--- src/rtl/systolic_seq_ctrl.sv ---
// systolic_seq_ctrl
// Sequencing controller for an N x N systolic array of MAC/ReLU PE tiles.
// A start command clears the PE accumulators, streams k_len operand vectors
// from the shared-address A/B buffers, skews them diagonally onto the array's
// west (rows) and north (columns) edges, waits 2N cycles for the wavefront to
// drain and then pulses done.
//
// Ports:
//   clk           in   rising-edge clock
//   rst           in   asynchronous active-low reset
//   start         in   single-cycle job request, honoured only in IDLE
//   k_len         in   inner dimension, latched with start (saturates to K_MAX)
//   abort         in   synchronous abort of the running job
//   busy          out  high in every state except IDLE
//   done          out  one-cycle completion pulse
//   pe_clear      out  one-cycle accumulator clear for all PEs
//   rd_en         out  read enable to the A and B buffers
//   rd_addr       out  shared buffer read address (data returns 1 cycle later)
//   a_rd_data     in   A row vector, row i in slice i
//   b_rd_data     in   B column vector, column j in slice j
//   a_edge        out  skewed west-edge operands, row i delayed i cycles
//   b_edge        out  skewed north-edge operands, column j delayed j cycles
//   a_edge_valid  out  per-row valid for the column-0 PEs
//   b_edge_valid  out  per-column valid for the row-0 PEs
//   perf_cycles   out  busy-cycle count of the latest job (only when the
//                      SYSTOLIC_SEQ_PERF_EN macro is defined)
module systolic_seq_ctrl #(
    parameter int N          = 4,
    parameter int DATA_WIDTH = 16,
    parameter int K_MAX      = 16
) (
    input  logic                          clk,
    input  logic                          rst,
    input  logic                          start,
    input  logic [$clog2(K_MAX+1)-1:0]    k_len,
    input  logic                          abort,
    output logic                          busy,
    output logic                          done,
    output logic                          pe_clear,
    output logic                          rd_en,
    output logic [$clog2(K_MAX)-1:0]      rd_addr,
    input  logic [N*DATA_WIDTH-1:0]       a_rd_data,
    input  logic [N*DATA_WIDTH-1:0]       b_rd_data,
    output logic [N*DATA_WIDTH-1:0]       a_edge,
    output logic [N*DATA_WIDTH-1:0]       b_edge,
    output logic [N-1:0]                  a_edge_valid,
    output logic [N-1:0]                  b_edge_valid
`ifdef SYSTOLIC_SEQ_PERF_EN
    ,
    output logic [31:0]                   perf_cycles
`endif
);

    localparam int K_W = $clog2(K_MAX + 1);
    localparam int A_W = $clog2(K_MAX);
    localparam int D_W = $clog2(2 * N);

    typedef enum logic [2:0] {IDLE, CLEAR, FEED, DRAIN, DONE} state_t;

    state_t           state;
    state_t           next_state;
    logic [K_W-1:0]   k_reg;
    logic [K_W-1:0]   k_sat;
    logic [D_W-1:0]   drain_cnt;
    logic             last_feed;
    logic             last_drain;
    logic             accept;
    logic             flush;
    logic             rd_valid_d;

    assign k_sat      = (k_len > K_W'(K_MAX)) ? K_W'(K_MAX) : k_len;
    assign last_feed  = (K_W'(rd_addr) == (k_reg - K_W'(1)));
    assign last_drain = (drain_cnt == D_W'(2 * N - 1));
    assign accept     = (state == IDLE) && (next_state == CLEAR);
    // Abort only matters while a job is running; it also empties the skew lanes.
    assign flush      = abort && (state != IDLE);

    assign busy     = (state != IDLE);
    assign done     = (state == DONE);
    assign pe_clear = (state == CLEAR);
    assign rd_en    = (state == FEED);

    always_ff @(posedge clk or negedge rst) begin
        if (!rst) begin
            state <= IDLE;
        end else begin
            state <= next_state;
        end
    end

    // Next state. Abort overrides every other transition, including a start
    // arriving in the same cycle.
    always_comb begin
        next_state = state;
        case (state)
            IDLE:    if (start && !abort && (k_len != '0)) next_state = CLEAR;
            CLEAR:   next_state = FEED;
            FEED:    if (last_feed) next_state = DRAIN;
            DRAIN:   if (last_drain) next_state = DONE;
            DONE:    next_state = IDLE;
            default: next_state = IDLE;
        endcase
        if (flush) begin
            next_state = IDLE;
        end
    end

    // Job length, buffer address and drain counters. The counters only advance
    // while their state persists, so they are already 0 on entry to FEED/DRAIN.
    always_ff @(posedge clk or negedge rst) begin
        if (!rst) begin
            k_reg     <= '0;
            rd_addr   <= '0;
            drain_cnt <= '0;
        end else begin
            if (accept) begin
                k_reg <= k_sat;
            end
            rd_addr   <= (state == FEED && next_state == FEED) ? rd_addr + A_W'(1) : '0;
            drain_cnt <= (state == DRAIN && next_state == DRAIN) ? drain_cnt + D_W'(1) : '0;
        end
    end

    // Buffer data arrives one cycle after the read, so the read-return valid
    // is rd_en delayed by one register.
    always_ff @(posedge clk or negedge rst) begin
        if (!rst) begin
            rd_valid_d <= 1'b0;
        end else if (flush) begin
            rd_valid_d <= 1'b0;
        end else begin
            rd_valid_d <= rd_en;
        end
    end

    // Diagonal skew. Lane 0 passes the returned data straight through; lane i
    // runs it through an i-deep shift register. Data is zeroed on entry when
    // invalid so idle lanes present 0.
    for (genvar i = 0; i < N; i++) begin : g_lane
        if (i == 0) begin : g_direct
            assign a_edge_valid[0]         = rd_valid_d;
            assign b_edge_valid[0]         = rd_valid_d;
            assign a_edge[0 +: DATA_WIDTH] = rd_valid_d ? a_rd_data[0 +: DATA_WIDTH] : '0;
            assign b_edge[0 +: DATA_WIDTH] = rd_valid_d ? b_rd_data[0 +: DATA_WIDTH] : '0;
        end else begin : g_skew
            logic                  vld_sr [i];
            logic [DATA_WIDTH-1:0] a_sr   [i];
            logic [DATA_WIDTH-1:0] b_sr   [i];

            always_ff @(posedge clk or negedge rst) begin
                if (!rst) begin
                    for (int s = 0; s < i; s++) begin
                        vld_sr[s] <= 1'b0;
                        a_sr[s]   <= '0;
                        b_sr[s]   <= '0;
                    end
                end else if (flush) begin
                    for (int s = 0; s < i; s++) begin
                        vld_sr[s] <= 1'b0;
                        a_sr[s]   <= '0;
                        b_sr[s]   <= '0;
                    end
                end else begin
                    vld_sr[0] <= rd_valid_d;
                    a_sr[0]   <= rd_valid_d ? a_rd_data[i*DATA_WIDTH +: DATA_WIDTH] : '0;
                    b_sr[0]   <= rd_valid_d ? b_rd_data[i*DATA_WIDTH +: DATA_WIDTH] : '0;
                    for (int s = 1; s < i; s++) begin
                        vld_sr[s] <= vld_sr[s-1];
                        a_sr[s]   <= a_sr[s-1];
                        b_sr[s]   <= b_sr[s-1];
                    end
                end
            end

            assign a_edge_valid[i]                  = vld_sr[i-1];
            assign b_edge_valid[i]                  = vld_sr[i-1];
            assign a_edge[i*DATA_WIDTH +: DATA_WIDTH] = vld_sr[i-1] ? a_sr[i-1] : '0;
            assign b_edge[i*DATA_WIDTH +: DATA_WIDTH] = vld_sr[i-1] ? b_sr[i-1] : '0;
        end
    end

`ifdef SYSTOLIC_SEQ_PERF_EN
    // Busy-cycle counter: zeroed when a job is accepted, then counts every
    // non-IDLE cycle and holds once the job ends (done or abort).
    always_ff @(posedge clk or negedge rst) begin
        if (!rst) begin
            perf_cycles <= '0;
        end else if (accept) begin
            perf_cycles <= '0;
        end else if (busy) begin
            perf_cycles <= perf_cycles + 32'd1;
        end
    end
`endif

endmodule

--- config.mk ---
export PLATFORM = sky130hd
export DESIGN_NAME = systolic_seq_ctrl
export DESIGN_NICKNAME = d
export VERILOG_FILES = /design/src/rtl/systolic_seq_ctrl.sv
export SDC_FILE = /design/constraint.sdc
export NUM_CORES = 1
export LEC_CHECK = 0
export ABC_AREA = 1
export BUFFER_PORTS_ARGS = -buffer_cell sky130_fd_sc_hd__buf_4
export CAP_MARGIN = 20
export CELL_PAD_IN_SITES_DETAIL_PLACEMENT = 1
export CELL_PAD_IN_SITES_GLOBAL_PLACEMENT = 1
export CORE_MARGIN = 4
export CORE_UTILIZATION = 35
export CTS_CLUSTER_SIZE = 8
export DETAILED_ROUTE_END_ITERATION = 12
export PLACE_DENSITY = 0.88
export SLEW_MARGIN = 20
export SYNTH_ARGS = -nofsm -noshare
export SYNTH_HDL_FRONTEND = slang
export SYNTH_SLANG_ARGS = --single-unit
--- constraint.sdc ---
create_clock -name clk -period 3.5 [get_ports clk]
set_input_delay 0 -clock clk [delete_from_list [all_inputs] [get_ports clk]]
set_output_delay 0 -clock clk [all_outputs]
set_load 0.03 [all_outputs]
Word level (Yosys, flattened, before mapping)
Cells that the tools add are included.
W data, S select, Z words.
Operators by class
  add/sub/neg operators: 3
  magnitude comparators: 1
  equality and inequality tests: 9
  mux-type cells: 32
  reduce and logical (&&, ||, !) cells: 10
Operators with widths (number)
  $mux W16: 16
  $mux W48: 2
  $mux W32: 2
  $mux W3: 6
  $eq A3 B2 Y1 const B: 4
  $pmux W3 S4: 1
  $eq A3 B1 Y1 const B: 2
  $eq A3 B3 Y1 const B: 2
  $logic_and A1 B1 Y1: 6
  $eq A4 B5 Y1: 1
  $gt A5 B5 Y1 const B: 1
  $mux W5: 1
  $reduce_bool A5 Y1: 1
  $sub A5 B1 Y5 const B: 1
  $add A4 B1 Y4 const B: 1
  $mux W4: 1
  $add A3 B1 Y3 const B: 1
  $logic_not A3 Y1: 1
  $reduce_bool A3 Y1: 1
  $mux W1: 2
  $mux W2: 1
  $logic_not A1 Y1: 1
Storage, ports and cells
  bits in registers: 214
  input bits: 137
  output and inout bits: 144
  logic and storage cells: 78

Logic depth before layout (Yosys ltp)
Gate-level depths: netlist of run 1.
  word-level depth: 9
  gate-level depth with buffers: 11
  depth with buffers taken out: 11

Worst setup path after synthesis of run 1
OpenSTA, ideal clock, no wires.
  kind: register to register
  start point: reg state[0]
  end point: reg rd_addr[0]
  setup time: 0.136 ns
  arrival: 1.404 ns
  data required time: 3.364 ns
  path slack: 1.960 ns
  cell stages (with the launch flop): 7
  buffers on the path: 0
  clock period less this slack: 1.540 ns
  cell sequence: dfrtp_1 > nor3_2 > nand3_1 > nor2_1 > nand2_1 > nand3_1 > nor2_1
Between the ends
  longest elaborated chain between the ends: 6
  elaborated cells between the ends (all ways): 14
  classes of those cells: 4 x eq/ne; 6 x mux; 4 x reduce/logical
RTL lines
  start, declared: line 60  | state_t state;
  start signal, assigned: line 87  | state <= next_state;
  $eq A3 B2 Y1 (*)
  via rd_en: line 40  | output logic rd_en,
  $pmux W3 S4: line 95  | case (state)
  $mux W3: line 103  | if (flush) begin
  $eq A3 B2 Y1: line 119  | rd_addr <= (state == FEED && next_state == FEED) ? rd_addr + A_W'(1) : '0;
  $logic_and A1 B1 Y1 (*): line 119
  $mux W4 (*): line 119
  end signal, assigned: line 119
  end, declared: line 41  | output logic [$clog2(K_MAX)-1:0] rd_addr,
Mark *: on every way through the listed nets, which the timed path passes. The rest lies on a longest branch.
A chain may end at the register's enable or synchronous reset.

Final worst setup path of run 1
  start point: reg rd_valid_d
  end point: out a_edge[8]
Between the ends
  longest elaborated chain between the ends: 1
RTL lines
  start, declared: line 69  | logic rd_valid_d;
  start signal, assigned: line 132  | rd_valid_d <= rd_en;
  $mux W16: line 143  | assign a_edge[0 +: DATA_WIDTH] = rd_valid_d ? a_rd_data[0 +: DATA_WIDTH] : '0;
  end, declared: line 44  | output logic [N*DATA_WIDTH-1:0] a_edge,
No other way between the ends.

==> results.md, run 1 <==
* Run status: finished, final reports clean
* Area of the placeable core at 23,680 um^2
* Routability cong. at 0.7294
* Setup repair after global routing missed its margin: no
* Vias at 7,477
* CP required at between 3 and 4 ns
* WHS at 0.04794 ns
* GRT Residual Overflow at 0
* Clock buffers created by TritonCTS at 30
* Post-route DRC at 0
* Drt via density at 4.398
* Seq/Total Area, Yosys at 62.13%
* Post-route fraction of the period consumed by the critical path at 60.40%
* Slew at the pin with the worst max-slew slack at 0.9413 ns
* Fin Clk Skew at 0.01120 ns
* Initial DRC count at 228
* Maximum number of pins on one net before global-route repair at 120
* Standard-cell row count at 56
* Critical Path Source: rd_valid_d
* Initial core utilization at 35.88%
* CTS Root Cell: clkbuf_16
* Number of inserted filler cells in the final layout at roughly 2,800
* Post-synthesis instance total at 1,000
* Count of placed standard cells including taps at 1,551
* Total Die Area at 26,840 um^2
* Die extent in y at around 160 um
* Worst setup path category: reg -> out
* Clock Pin Slew Worst Setup and Hold Paths at ~0.05 ns
* Flip-flop and latch area at 5288 um^2
* Worst IR Drop VDD at ~0.30 mV
* Startpoint of the most critical hold path: start
* Deepest clock path buffer count at 3
* Endpoint class of the critical path: primary output
* Count of state elements after synthesis at 211
* Final count of negative-setup-slack endpoints at 0
* Total count of max-transition violations in the final report at 0
* Distinct cell type count after synthesis at 27
* Clock network latency to the later pin of the worst-skew pair at 0.52 ns
* Vias in the first global route at 8,666
* Number of cells traversed by the worst hold path at 5
* CP arrival at 2.11 ns
* First drt pass iteration count at 4
* Switching portion of total power at 31.74%
* Share of post-route cells with drive strength above 1 at 23.94%
* Sum of negative setup slack at 0 ns
* Antenna violations before repair at 7
* All-Layer GR Usage at 20.93%
* Final Core Density at 53.38%
* Gate power share at 23.2%
* Relative area change from synthesis to final layout at 48.75%
* DRT antenna net count at 0
* Total area of multi-input combinational cells at 1963 um^2
* Leak at 7.361 nW
* Minimum period implied by the final worst setup slack at around 2.1 ns
* Critical R2R Launch: state[1]
* Number of sinks on the clock net at 211
* Wire per inst at 16.61 um
* Global-route wire length before repair at 44.80 mm
* Relative slew slack at between 30 and 40%
* Die width at approximately 160 um
* Endpoints failing hold at 0
* Clock tree from TritonCTS: yes
* Postcts setup bufs at 0
* Internal Power at 4.886 mW
* Clock H-tree levels at 1
* Finished Layout Cells at 1,700
* Min-delay worst type: in -> reg
* Number of primary I/O pins at 281
* Worst Path Max Fanout at 92
* Mapped Area at around 8500 um^2
* Achievable clock frequency at 473.0 MHz
* Total of max-cap violations at 0
* Reg2Reg Depth at 6
* Quantity of I/O buffers inserted on ports at 280
* Crit path launch type: flip-flop
* Final Routed Wirelength at 28.24 mm
* Half-perimeter wire length after detailed placement at approximately 16 mm
* Nets at 1,513
* Warning count from the yosys run at 0
* Clock Power Share at 35.0%
* PD cells at 566.3 nW/um^2
* Net Count, Synth at 1,141
* Fraction of power consumed by sequential logic at 41.7%
* Total power draw at 7.158 mW
* Synthesized area divided by synthesized cell count at between 8 and 9 um^2
* Power spent charging and discharging nets at 2.272 mW
==> critical path: stages, from the launching register on <==
cell	delay, ns
dfrtp_4	0.74
buf_12	0.38
nand2_1	0.10
inv_1	0.11
buf_4	0.18
==> synth_stat cells (all sizes together) <==
master | instances | area (um^2)
nor3 | 4 | 25.02
a21oi | 8 | 40.04
nor2 | 209 | 787.0
xnor2 | 2 | 17.52
buf | 30 | 252.7
nor3b | 2 | 15.01
clkbuf | 22 | 82.58
nor4 | 1 | 6.260
nand4 | 2 | 12.51
a22o | 1 | 8.760
nand3 | 6 | 30.03
nand3b | 1 | 7.510
xor2 | 1 | 8.760
inv | 245 | 919.6
ha | 4 | 50.05
dfrtp | 211 | 5280
a21boi | 1 | 7.510
nand2 | 249 | 942.2
o21ai | 1 | 5.000
==> worst paths after layout <==
kind,endpoint,slack (ns)
setup reg to reg,g_lane[1].g_skew.b_sr[12],1.50
min in group asynchronous,g_lane[3].g_skew.a_sr[42],0.11
hold reg to reg,drain_cnt[0],0.45
hold / removal,state[0],0.05
setup / recovery,a_edge[8],1.39
max in group asynchronous,g_lane[1].g_skew.a_sr[8],2.35
==> placed cells by master (no fill, tap or decap), drive strengths merged, types with 2 or more instances in the layout <==
cell           n
buf          284
nand2        249
inv          245
dfrtp        211
nor2         209
dlygate4sd3  108
clkbuf        33
a21oi          8
diode          7
nand3          6
ha             4
nor3           4
nand4          2
xnor2          2
nor3b          2
==> through the flow <==
stage | setup WS, ns | cell area, um^2
finish | 1.386 | 12640
global route | 1.236 | 12640
detailed placement | 1.519 | 10750
global placement | 1.634 | 10750
floorplan | 1.960 | 8498
CTS | 1.345 | 12620
==> layer usage <==
metal  global-route usage (%)  wire length, um
met3                    4.969             1820
met2                    38.97            15180
met4                    8.273              970
met5                        0                8
met1                    22.87            10260
==> cells by family (layout without fill, tap and decap cells) <==
| family | count (synthesis) | in the layout | share of synthesized area (%) |
|---|---|---|---|
| buffers and inverters | 297 | 671 | 14.77 |
| flip-flops | 211 | 211 | 62.13 |
| adder cells (fa/ha/maj) | 4 | 4 | 0.5890 |
| XOR/XNOR | 3 | 3 | 0.3092 |
| other | 0 | 7 | 0 |
| AND/OR/NAND/NOR | 474 | 474 | 21.48 |
| AO/OA/AOI/OAI | 11 | 11 | 0.7215 |
==> repair_timing <==
| item | in CTS | in global routing |
|---|---|---|
| endpoints found under the hold margin | 228 | 0 |
| hold buffers | 108 | 0 |
| resized for setup | 0 | 0 |
==> power groups by stage <==
stage	clock network, mW	logic, mW	registers (mW)
6_report	2.51	1.66	2.99
5_1_grt	2.70	1.84	3.03
4_1_cts	2.57	1.62	2.98
3_5_place_dp	0	1.47	3.02
3_3_place_gp	0	1.41	2.99
2_1_floorplan	0	1.12	2.88
==> layout make-up <==
type | instances | area share, %
Sequential cell | 211 | 41.83
Tap cell | 319 | 3.157
Multi-Input combinational cell | 492 | 15.53
Clock buffer | 33 | 6.196
Antenna cell | 7 | 0.1386
Timing Repair Buffer | 392 | 25.77
Inverter | 245 | 7.315
Clock inverter | 1 | 0.05939
Power figures use the tool's default switching activity.
==> run 2: changes to the inputs <==
--- a/config.mk
+++ b/config.mk
@@ -5,7 +5,7 @@
 export SDC_FILE = /design/constraint.sdc
 export NUM_CORES = 1
 export LEC_CHECK = 0
-export ABC_AREA = 1
+export ABC_AREA = 0
 export BUFFER_PORTS_ARGS = -buffer_cell sky130_fd_sc_hd__buf_4
 export CAP_MARGIN = 20
 export CELL_PAD_IN_SITES_DETAIL_PLACEMENT = 1
@@ -14,7 +14,7 @@
 export CORE_UTILIZATION = 35
 export CTS_CLUSTER_SIZE = 8
 export DETAILED_ROUTE_END_ITERATION = 12
-export PLACE_DENSITY = 0.88
+export PLACE_DENSITY = 0.87
 export SLEW_MARGIN = 20
 export SYNTH_ARGS = -nofsm -noshare
 export SYNTH_HDL_FRONTEND = slang
==> constraint.sdc (replaced) <==
create_clock -name clk -period 1.7 [get_ports clk]
set_input_delay 0 -clock clk [delete_from_list [all_inputs] [get_ports clk]]
set_output_delay 0 -clock clk [all_outputs]
set_load 0.03 [all_outputs]
==> results.md, run 2 <==
* Share of flip-flops with an asynchronous set or reset after synthesis at 100.0% (unchanged)
* Clock tree from TritonCTS: yes
* Slew at the pin with the worst max-slew slack at 0.3905 ns (-0.5508 ns)
* Wire per inst at 19.89 um (+20%)
* Cell with the most instances after synthesis: and2_1
* Endpoints failing hold at 0 (unchanged)
* Standard-cell row count at 54 (-3.6%)
* Setup repair after global routing missed its margin: yes
* Top cells by area in the synthesized netlist: dfrtp_1 66%, and2_1 18%, and3_1 7.5%
* Post-route fraction of the period consumed by the critical path at 98.48%
* Finished Layout Cells at 1,324 (-22%)
* Most common cell after layout, fill and taps aside: buf_4
* Final Routed Wirelength at 26.34 mm (-6.7%)
* Mapped Area at 7978 um^2 (-6.1%)
* Commonest non-fill, non-tap cells in the layout: 298 x buf_4, 229 x and2_1, 210 x dfrtp_1
* Post-synthesis instance total at 643 (-36%)
* Fin Clk Skew at 0.02742 ns (+0.01622 ns)
* Initial DRC count at 205 (-10%)
* Final count of negative-setup-slack endpoints at 0 (unchanged)
* GRT Residual Overflow at 0 (unchanged)
* Minimum period implied by the final worst setup slack at approximately 1.7 ns
* DRT antenna net count at 0 (unchanged)
* Yosys top cell area share at 66.19% (+4.1 points)
* Clock Pin Slew Worst Setup and Hold Paths at 0.06 ns (about the same)
* Relative slew slack at 73.73% (+36 points)
* Die extent in y at 159.0 um (-3.0%)
* Total of max-cap violations at 0 (unchanged)
* Routability cong. at 0.7980 (+9.4%)
* Endpoint of the worst setup timing path: rd_addr[0]
* CTS Root Cell: clkbuf_16
* Vias in the first global route at 7,359 (-15%)
* Half-perimeter wire length after detailed placement at 15.22 mm (-4.5%)
* CP arrival at 2.08 ns (-0.03 ns)
* Switching portion of total power at 24.12% (-7.6 points)
* Power spent charging and discharging nets at 2.941 mW (+29%)
* Highest layer used for signal routing: met4
* Clock Power Share at 43.4% (+8.4 points)
* Clock network latency to the later pin of the worst-skew pair at 0.55 ns (+0.03 ns)
* Distinct cell type count after synthesis at 35 (+30%)
* Most common library cells after synthesis: 229 x and2_1, 211 x dfrtp_1, 96 x and3_1
* Crit path launch type: flip-flop
* Number of sinks on the clock net at 211 (unchanged)
* Total Die Area at 25,270 um^2 (-5.8%)
* Drt via density at 4.668 (+6.1%)
* Vias at 6,180 (-17%)
* PD cells at 978.0 nW/um^2 (+73%)
* Synthesized area divided by synthesized cell count at 12.41 um^2 (+46%)
* Share of post-route cells with drive strength above 1 at 34.33% (+10 points)
* Reg2Reg Depth at 7 (+1)
* Run status: finished, final reports clean
* Final Core Density at 56.43% (+3.1 points)
* EDFF count, synth at 0 (unchanged)
* Die width at 159.0 um (-3.0%)
* All-Layer GR Usage at 20.25% (-0.68 points)
* Total count of max-transition violations in the final report at 0 (unchanged)
* First drt pass iteration count at 4 (unchanged)
* Achievable clock frequency at between 500 and 600 MHz
* Fraction of power consumed by sequential logic at 43.7% (+2.0 points)
* Quantity of I/O buffers inserted on ports at 280 (unchanged)
* Relative area change from synthesis to final layout at 56.27%
* Library cell with the largest summed area after synthesis: dfrtp_1
* Metal2 WL at 14.59 mm (-3.9%)
* Sum of negative setup slack at 0 ns (unchanged)
* Worst setup path category: reg -> reg
* DRT met1 WL at 8.957 mm (-13%)
* Leak at 6.823 nW (-7.3%)
* Total met3 wirelength after detailed routing at 1.439 mm (-21%)
* Area of the placeable core at 22,090 um^2 (-6.7%)
* Worst Path Max Fanout at 4 (-96%)
* Post-route DRC at 0 (unchanged)
* Antenna violations before repair at 7 (unchanged)
* Critical R2R Launch: k_reg[1]
* Endpoint class of the critical path: flip-flop
* Clock buffers created by TritonCTS at 30 (unchanged)
* Count of state elements after synthesis at 211 (unchanged)
* Deepest clock path buffer count at 3 (unchanged)
* Warning count from the yosys run at 0 (unchanged)
* Clock H-tree levels at 1 (unchanged)
* Internal Power at 9.252 mW (+89%)
* Count of placed standard cells including taps at 1,174 (-24%)
* Min-delay worst type: in -> reg
* Worst IR Drop VDD at 0.9431 mV (+210%)
* Register-to-register setup slack at 0.03 ns (-1.47 ns)
* Initial core utilization at 36.11% (+0.22 points)
* Primary FF master, synth: dfrtp_1
* Seq/Total Area, Yosys at 66.19% (+4.1 points)
* R2R Path End: rd_addr[0]
* Gate power share at 12.9% (-10 points)
* Critical Path Source: k_reg[1]
* Global-route wire length before repair at 40.90 mm (-8.7%)
* Number of primary I/O pins at 281 (unchanged)
* Net Count, Synth at 784 (-31%)
* CP required at 2.11 ns (-1.39 ns)
* Maximum number of pins on one net before global-route repair at 69 (-43%)
* Nets at 1,176 (-22%)
[run 2: cell types whose count changed after synthesis, sizes merged, moves of 3 or more]
cell	previous run	this run
nand3	6	2
nand2	249	2
nor2	209	4
mux2	0	3
inv	245	4
buf	30	8
nor2b	0	3
a21oi	8	0
and3	0	96
and2	0	229
clkbuf	22	43
[run 2: final cells by class]
type,instances,area [um^2]
tap,280,350.3
clock inverter,2,60.06
fill,2269,9627
antenna,7,17.52
sequential,211,5281
clock buffer,32,758.2
multi-input combinational,377,2519
timing repair buffer,411,3466
inverter,4,15.01
[run 2: what timing repair did]
item	CTS	global route
setup endpoints to repair	22	26
pin swaps	2	5
buffers inserted	2	3
hold buffers	104	0
gates cloned	1	0
hold endpoints to repair	325	0
resized for setup	3	13
[run 2: power by group through the flow]
stage	Sequential [mW]	Combinational (mW)	Clock (mW)
2_1_floorplan	5.38	0.599	0
3_3_place_gp	5.38	1.19	0
3_5_place_dp	5.40	1.24	0
4_1_cts	5.32	1.48	5.41
5_1_grt	5.35	1.71	5.67
6_report	5.33	1.57	5.29
[run 2: worst min-delay path by stage]
stage | startpoint | end | slack, ns | cells after the start
finish | start | k_reg[3] | 0.04 | 4
global route | start | k_reg[3] | 0.02 | 4
CTS | start | k_reg[3] | 0.02 | 4
detailed placement | rst | g_lane[1].g_skew.a_sr[13] | -0.07 | 1
global placement | rst | g_lane[1].g_skew.a_sr[15] | -0.09 | 1
floorplan | rst | a_edge_valid[2] | -0.30 | 0
[run 2: layer usage]
layer  global-route usage (%)  up-vias
met3                    4.944       81
met4                    10.10        0
met1                    20.33     3060
li1                         -     2821
met2                    38.82      218
met5                        0        -
[run 2: kinds of logic after synthesis]
group                    after synthesis  share of synthesized area (%)
AO/OA/AOI/OAI                          6                         0.5490
adder cells (fa/ha/maj)                4                         0.6274
AND/OR/NAND/NOR                      355                          28.06
multiplexers                           5                         0.6744
flip-flops                           211                          66.19
XOR/XNOR                               7                         0.7685
buffers and inverters                 55                          3.137
[run 2: through the flow]
step / setup slack, ns / total power, mW / hold WS, ns / cell area, um^2
after floorplan: -0.1201 / 5.980 / -0.2956 / 7983
final: 0.02578 / 12.19 / 0.04096 / 12470
after detailed placement: -0.09507 / 6.635 / -0.07448 / 10440
after global placement: 0.04937 / 6.570 / -0.08541 / 10440
after global routing: -0.01691 / 12.73 / 0.01933 / 12470
after CTS: 0.0007567 / 12.21 / 0.02496 / 12370
[run 2: worst max-delay path, cell delays in order (launching register included)]
cell	delay [ns]
dfrtp_1	0.40
inv_2	0.08
ha_4	0.27
xor2_1	0.16
nand3_2	0.11
a211oi_2	0.30
buf_4	0.19
nor3_1	0.05
